## src/rtl/quad_gen_pkg.sv

```systemverilog
// Shared definitions for the quadrature generator: controller state encoding
// and the 4-entry phase table that maps a phase index onto {quad_a, quad_b}.
package quad_gen_pkg;

    typedef enum logic {
        ST_IDLE = 1'b0,
        ST_RUN  = 1'b1
    } state_e;

    // Walking the index upward yields A leading B; walking downward is the
    // exact reverse. Neighbouring entries differ in exactly one bit.
    localparam logic [1:0] PHASE_TABLE [4] = '{2'b00, 2'b10, 2'b11, 2'b01};

    function automatic logic [1:0] phase_ab(input logic [1:0] idx);
        return PHASE_TABLE[idx];
    endfunction

endpackage

```

## src/rtl/quad_step_timer.sv

```systemverilog
// Period down-counter for the quadrature generator.
// Ports:
//   clk_i      - clock
//   reset_i    - synchronous active-high reset
//   load_i     - latch period_i (0 is treated as 1) and start counting from it
//   period_i   - requested cycles between edges
//   en_i       - count down; reload from the latched period after reaching 1
//   clear_i    - force the counter to 0 (has priority over load and count)
//   tick_o     - high while the counter holds 1 (an edge is due this cycle)
module quad_step_timer #(
    parameter int PERIOD_WIDTH = 16
) (
    input  logic                    clk_i,
    input  logic                    reset_i,
    input  logic                    load_i,
    input  logic [PERIOD_WIDTH-1:0] period_i,
    input  logic                    en_i,
    input  logic                    clear_i,
    output logic                    tick_o
);

    logic [PERIOD_WIDTH-1:0] count_q;
    logic [PERIOD_WIDTH-1:0] reload_q;
    logic [PERIOD_WIDTH-1:0] period_eff;

    assign period_eff = (period_i == '0) ? PERIOD_WIDTH'(1) : period_i;
    assign tick_o     = (count_q == PERIOD_WIDTH'(1));

    always_ff @(posedge clk_i) begin
        if (reset_i) begin
            count_q  <= '0;
            reload_q <= '0;
        end else if (clear_i) begin
            count_q  <= '0;
        end else if (load_i) begin
            count_q  <= period_eff;
            reload_q <= period_eff;
        end else if (en_i) begin
            if (tick_o) count_q <= reload_q;
            else        count_q <= count_q - PERIOD_WIDTH'(1);
        end
    end

endmodule

```

## src/rtl/quad_gen.sv

```systemverilog
// Quadrature pulse generator. Accepts a signed step command and emits that
// many quadrature edges on quad_a/quad_b, one every period_eff clocks, while
// tracking a signed running position.
// Ports:
//   hba_clk, hba_reset        - clock, synchronous active-high reset
//   cmd_valid/cmd_ready       - command handshake
//   cmd_steps                 - signed edge count (negative = reverse)
//   cmd_period                - cycles between edges (0 behaves as 1)
//   abort                     - stop a running command without another edge
//   quad_a, quad_b            - quadrature outputs
//   busy, done, aborted       - status; done/aborted are one-cycle pulses
//   position                  - signed running edge count, wraps
module quad_gen
    import quad_gen_pkg::*;
#(
    parameter int STEP_WIDTH   = 16,
    parameter int PERIOD_WIDTH = 16
) (
    input  logic                    hba_clk,
    input  logic                    hba_reset,
    input  logic                    cmd_valid,
    output logic                    cmd_ready,
    input  logic [STEP_WIDTH-1:0]   cmd_steps,
    input  logic [PERIOD_WIDTH-1:0] cmd_period,
    input  logic                    abort,
    output logic                    quad_a,
    output logic                    quad_b,
    output logic                    busy,
    output logic                    done,
    output logic                    aborted,
    output logic [STEP_WIDTH-1:0]   position
);

    state_e                  state_q;
    logic [1:0]              phase_q, phase_d;
    logic [1:0]              ab_q;
    logic [STEP_WIDTH-1:0]   position_q, position_d;
    logic [STEP_WIDTH-1:0]   remaining_q;
    logic                    reverse_q;
    logic                    done_q, aborted_q;

    logic                    running, tick, step_edge, last_edge, accept_run;
    logic                    steps_neg;
    logic [STEP_WIDTH-1:0]   steps_mag;

    assign running    = (state_q == ST_RUN);
    assign steps_neg  = cmd_steps[STEP_WIDTH-1];
    // Magnitude kept unsigned so the most negative command still yields
    // 2^(STEP_WIDTH-1) edges.
    assign steps_mag  = steps_neg ? ({STEP_WIDTH{1'b0}} - cmd_steps) : cmd_steps;
    assign accept_run = !running && cmd_valid && (cmd_steps != '0);
    assign step_edge  = running && !abort && tick;
    assign last_edge  = step_edge && (remaining_q == STEP_WIDTH'(1));

    assign phase_d    = reverse_q ? (phase_q - 2'd1) : (phase_q + 2'd1);
    assign position_d = reverse_q ? (position_q - STEP_WIDTH'(1))
                                  : (position_q + STEP_WIDTH'(1));

    quad_step_timer #(
        .PERIOD_WIDTH(PERIOD_WIDTH)
    ) u_timer (
        .clk_i    (hba_clk),
        .reset_i  (hba_reset),
        .load_i   (accept_run),
        .period_i (cmd_period),
        .en_i     (running && !abort),
        .clear_i  (running && (abort || last_edge)),
        .tick_o   (tick)
    );

    always_ff @(posedge hba_clk) begin
        if (hba_reset) begin
            state_q     <= ST_IDLE;
            phase_q     <= 2'd0;
            ab_q        <= 2'b00;
            position_q  <= '0;
            remaining_q <= '0;
            reverse_q   <= 1'b0;
            done_q      <= 1'b0;
            aborted_q   <= 1'b0;
        end else begin
            done_q    <= 1'b0;
            aborted_q <= 1'b0;
            if (!running) begin
                // abort is deliberately not looked at while idle
                if (cmd_valid) begin
                    if (cmd_steps == '0) begin
                        done_q <= 1'b1;
                    end else begin
                        state_q     <= ST_RUN;
                        reverse_q   <= steps_neg;
                        remaining_q <= steps_mag;
                    end
                end
            end else if (abort) begin
                state_q   <= ST_IDLE;
                aborted_q <= 1'b1;
            end else if (tick) begin
                phase_q     <= phase_d;
                ab_q        <= phase_ab(phase_d);
                position_q  <= position_d;
                remaining_q <= remaining_q - STEP_WIDTH'(1);
                if (last_edge) begin
                    state_q <= ST_IDLE;
                    done_q  <= 1'b1;
                end
            end
        end
    end

    assign cmd_ready = !running;
    assign busy      = running;
    assign done      = done_q;
    assign aborted   = aborted_q;
    assign quad_a    = ab_q[1];
    assign quad_b    = ab_q[0];
    assign position  = position_q;

endmodule

```

## config.mk

```make
export PLATFORM = sky130hd
export DESIGN_NAME = quad_gen
export DESIGN_NICKNAME = d
export VERILOG_FILES = /design/src/rtl/quad_gen_pkg.sv /design/src/rtl/quad_step_timer.sv /design/src/rtl/quad_gen.sv
export SDC_FILE = /design/constraint.sdc
export NUM_CORES = 1
export LEC_CHECK = 0
export CAP_MARGIN = 20
export CORE_ASPECT_RATIO = 2
export CORE_MARGIN = 2
export CORE_UTILIZATION = 40
export DETAILED_ROUTE_END_ITERATION = 6
export PLACE_DENSITY = 0.71
export SLEW_MARGIN = 25
export SYNTH_ARGS = -nofsm -noshare
export SYNTH_HDL_FRONTEND = slang
export SYNTH_SLANG_ARGS = --single-unit
```

## constraint.sdc

```tcl
create_clock -name hba_clk -period 3.5 [get_ports hba_clk]
set_clock_uncertainty 0.2 [all_clocks]
set_input_delay 0.525 -clock hba_clk [delete_from_list [all_inputs] [get_ports hba_clk]]
set_output_delay 0.525 -clock hba_clk [all_outputs]
set_load 0.01 [all_outputs]
```

==> run metrics <==
outcome finished clean; Cells after DPL 788; Layout area overhead 22.0%; drt drc 0; RSZ-0062 raised after global routing no; CP Data Required Time 3.58 ns; gpl congestion 0.869; Total GRT Usage 21.8%; Final Util 49.8%; fill count 1100; Crit. End Element flip-flop; Synth Net Count 671; Starting Density 40.8%; num rows 55; postcts setup bufs 0; CP startpoint kind flip-flop; sequential area share after synthesis 31.0%; chip height 155 um; num ports 58; WL per Instance 16.4 um; Post-Synthesis Cells 615; vias in the first global route 4814; Worst Slack Setup Final 0.557 ns; number of DRC markers in iteration 0 308; Yosys warning total 0; CP Buf/Inv Count 0; CTS hold repair buffers 0; Cell Area, Synth 4580 sq um; DR vias/cell 5.95; non-filler instance count after layout 804; DRT Pass-1 Iters 4; Die W 79.7 um; post-synth top area share 31.0%; number of CTS-inserted buffers 9; cts repair resizes 0; Hold Path Depth 2; Hold Violations, Final 0; Post-synth EDFFs 0; Min-Delay Path Class reg -> reg; clk buf depth 2; CTS tree done; Setup WS pre-CTS 0.246 ns; setup TNS 0 ns; Yosys cell types 64; Final Max Tran Viols 0; largest net degree at the start of global routing 32; total of max-cap violations 0; Post-Route WL 13.2 mm; vias post-DR 4783; Final min period 2.94 ns; clk_lat worst skew 0.34 ns; static leakage 2.05 nW; Crit. path cell count 6; CP max stage cell a2111oi_0; gr ovfl total 0; Worst Path Arrival 3.02 ns; dpl hpwl 9.46 mm; H-tree depth 3; most common flop cell mapped by yosys dfxtp_1; design area 5590 sq um; clock tree root driver cell clkbuf_16; Placed Area 5270 sq um; layout cell share with drive strength beyond 1 7.55%; Tot Pwr 2.36 mW; Yosys top cell by area dfxtp_1; share of flip-flops with an asynchronous set or reset 0%; Post-layout nets 713; Seq cells post-synth 71; area of the die 12400 sq um; CP top delay family compound AO/OA/AOI/OAI gates; Routed Antenna Nets 0; initial antenna violation count 0; Hold Worst Slack 0.257 ns; Clock Pin Slew Worst Setup and Hold Paths 0.06 ns; synth top area cells dfxtp_1 31%, a21oi_1 11%, nand2_1 7.0%; worst setup path category reg -> reg; crit path cell chain ha_1, and3_1, a221o_1, a2111oi_0, o2111ai_1, nand3_1; Slew Limit Headroom 48.2%; Core ar. 11200 sq um; R2R cell count 6; ant diodes 0; Critical Path Max Stage Delay 0.71 ns; final setup fails 0; I/O Buffers 57; Crit Path Max Fanout 12; Mean Syn Cell Area 7.45 sq um; Max Freq 340 MHz; Peak VDD IR 0.247 mV; CTS Sinks 71; first-pass GRT wire length 21.7 mm; worst slew pin tran 0.757 ns; period utilization 84.1%; Power Density 422 nW/um^2
-- synthesized netlist by cell type (all sizes together) (3+ instances only) --
| library cell | instances |
|---|---|
| a211oi | 3 |
| nand2 | 85 |
| or2 | 5 |
| o22ai | 4 |
| or3 | 10 |
| inv | 24 |
| o211ai | 6 |
| o21ai | 42 |
| and3 | 9 |
| a21o | 6 |
| a31o | 3 |
| nor4 | 13 |
| a21oi | 97 |
| dfxtp | 71 |
| o21bai | 3 |
| o22a | 3 |
| nor2 | 44 |
| xor2 | 4 |
| nand2b | 4 |
| nor3b | 3 |
| buf | 12 |
| a41oi | 3 |
| o32ai | 4 |
| nand3 | 18 |
| o221ai | 7 |
| ha | 19 |
| nor3 | 22 |
| a211o | 5 |
| a31oi | 5 |
| or4 | 6 |
| clkbuf | 26 |
| xnor2 | 20 |
-- area by class of cell --
class	instances	area (sq um)	area share, %
timing repair buffer	69	668	12.0
clock buffer	9	225	4.03
inverter	24	90.1	1.61
sequential	71	1420	25.4
clock inverter	7	97.6	1.75
tap	142	178	3.18
multi-input combinational	482	2910	52.0
-- flip-flops by register name, summed over array words and instances, names as in the netlist --
signal / flops
position: 16
remaining_q: 16
u_timer.count_q: 16
u_timer.reload_q: 16
ab_q: 2
aborted: 1
busy: 1
done: 1
phase_q: 1
reverse_q: 1
-- cells by family (layout without fill, tap and decap cells) --
kind of cell / after synthesis / in the layout / share of synthesized area [%]
fa+ha+maj: 20 / 20 / 5.63
flops: 71 / 71 / 31.0
simple gates: 231 / 231 / 25.5
buf+inv: 62 / 109 / 5.79
xor+xnor: 24 / 24 / 4.59
compound gates: 207 / 207 / 27.5
-- power breakdown --
group / leakage [nW] / internal [mW] / switching, mW / total (mW)
clock: 0.152 / 0.625 / 0.369 / 0.994
sequential: 0.580 / 0.852 / 0.0463 / 0.898
combinational: 1.32 / 0.193 / 0.273 / 0.466
-- final timing paths --
| path | slack (ns) | endpoint | startpoint |
|---|---|---|---|
| worst min-delay path | 0.26 | u_timer.reload_q[1]$_SDFFE_PP0P_ | u_timer.reload_q[1]$_SDFFE_PP0P_ |
| worst max register to register | 0.56 | position[12]$_SDFFE_PP0P_ | reverse_q$_SDFFE_PP0P_ |
| worst max-delay path | 0.56 | position[12]$_SDFFE_PP0P_ | reverse_q$_SDFFE_PP0P_ |
| worst min register to register | 0.26 | u_timer.reload_q[1]$_SDFFE_PP0P_ | u_timer.reload_q[1]$_SDFFE_PP0P_ |
-- metal layers --
| layer | track usage, % | part of all wire (%) | up-vias | wire length [um] |
|---|---|---|---|---|
| li1 | - | - | 2319 | - |
| met1 | 22.7 | 37 | 2228 | 4830 |
| met4 | 13.8 | 4.9 | 0 | 639 |
| met2 | 39.5 | 54 | 182 | 7050 |
| met3 | 3.54 | 4.9 | 54 | 650 |
| met5 | 0 | 0 | - | 0 |
-- worst reg2reg max path: cells and delay by family (launching register included) --
family	cells	cell delay, ns
adders and majority gates	1	0.39
DFF	1	0.64
AOI/OAI and AO/OA	3	1.33
and+or+nand+nor	2	0.33
-- cells in the final DEF, fill, tap and decap left out, drive strengths merged, types with 3 or more instances in the layout --
master | Yosys | final
a211o | 5 | 5
a211oi | 3 | 3
a21o | 6 | 6
a21oi | 97 | 97
a31o | 3 | 3
a31oi | 5 | 5
a41oi | 3 | 3
and3 | 9 | 9
buf | 12 | 13
clkbuf | 26 | 9
clkdlybuf4s50 | 0 | 56
clkinv | 0 | 3
dfxtp | 71 | 71
ha | 19 | 19
inv | 24 | 24
nand2 | 85 | 85
nand2b | 4 | 4
nand3 | 18 | 18
nor2 | 44 | 44
nor3 | 22 | 22
nor3b | 3 | 3
nor4 | 13 | 13
o211ai | 6 | 6
o21ai | 42 | 42
o21bai | 3 | 3
o221ai | 7 | 7
o22a | 3 | 3
o22ai | 4 | 4
o32ai | 4 | 4
or2 | 5 | 5
or3 | 10 | 10
or4 | 6 | 6
xnor2 | 20 | 20
xor2 | 4 | 4
Power figures use the tool's default switching activity.
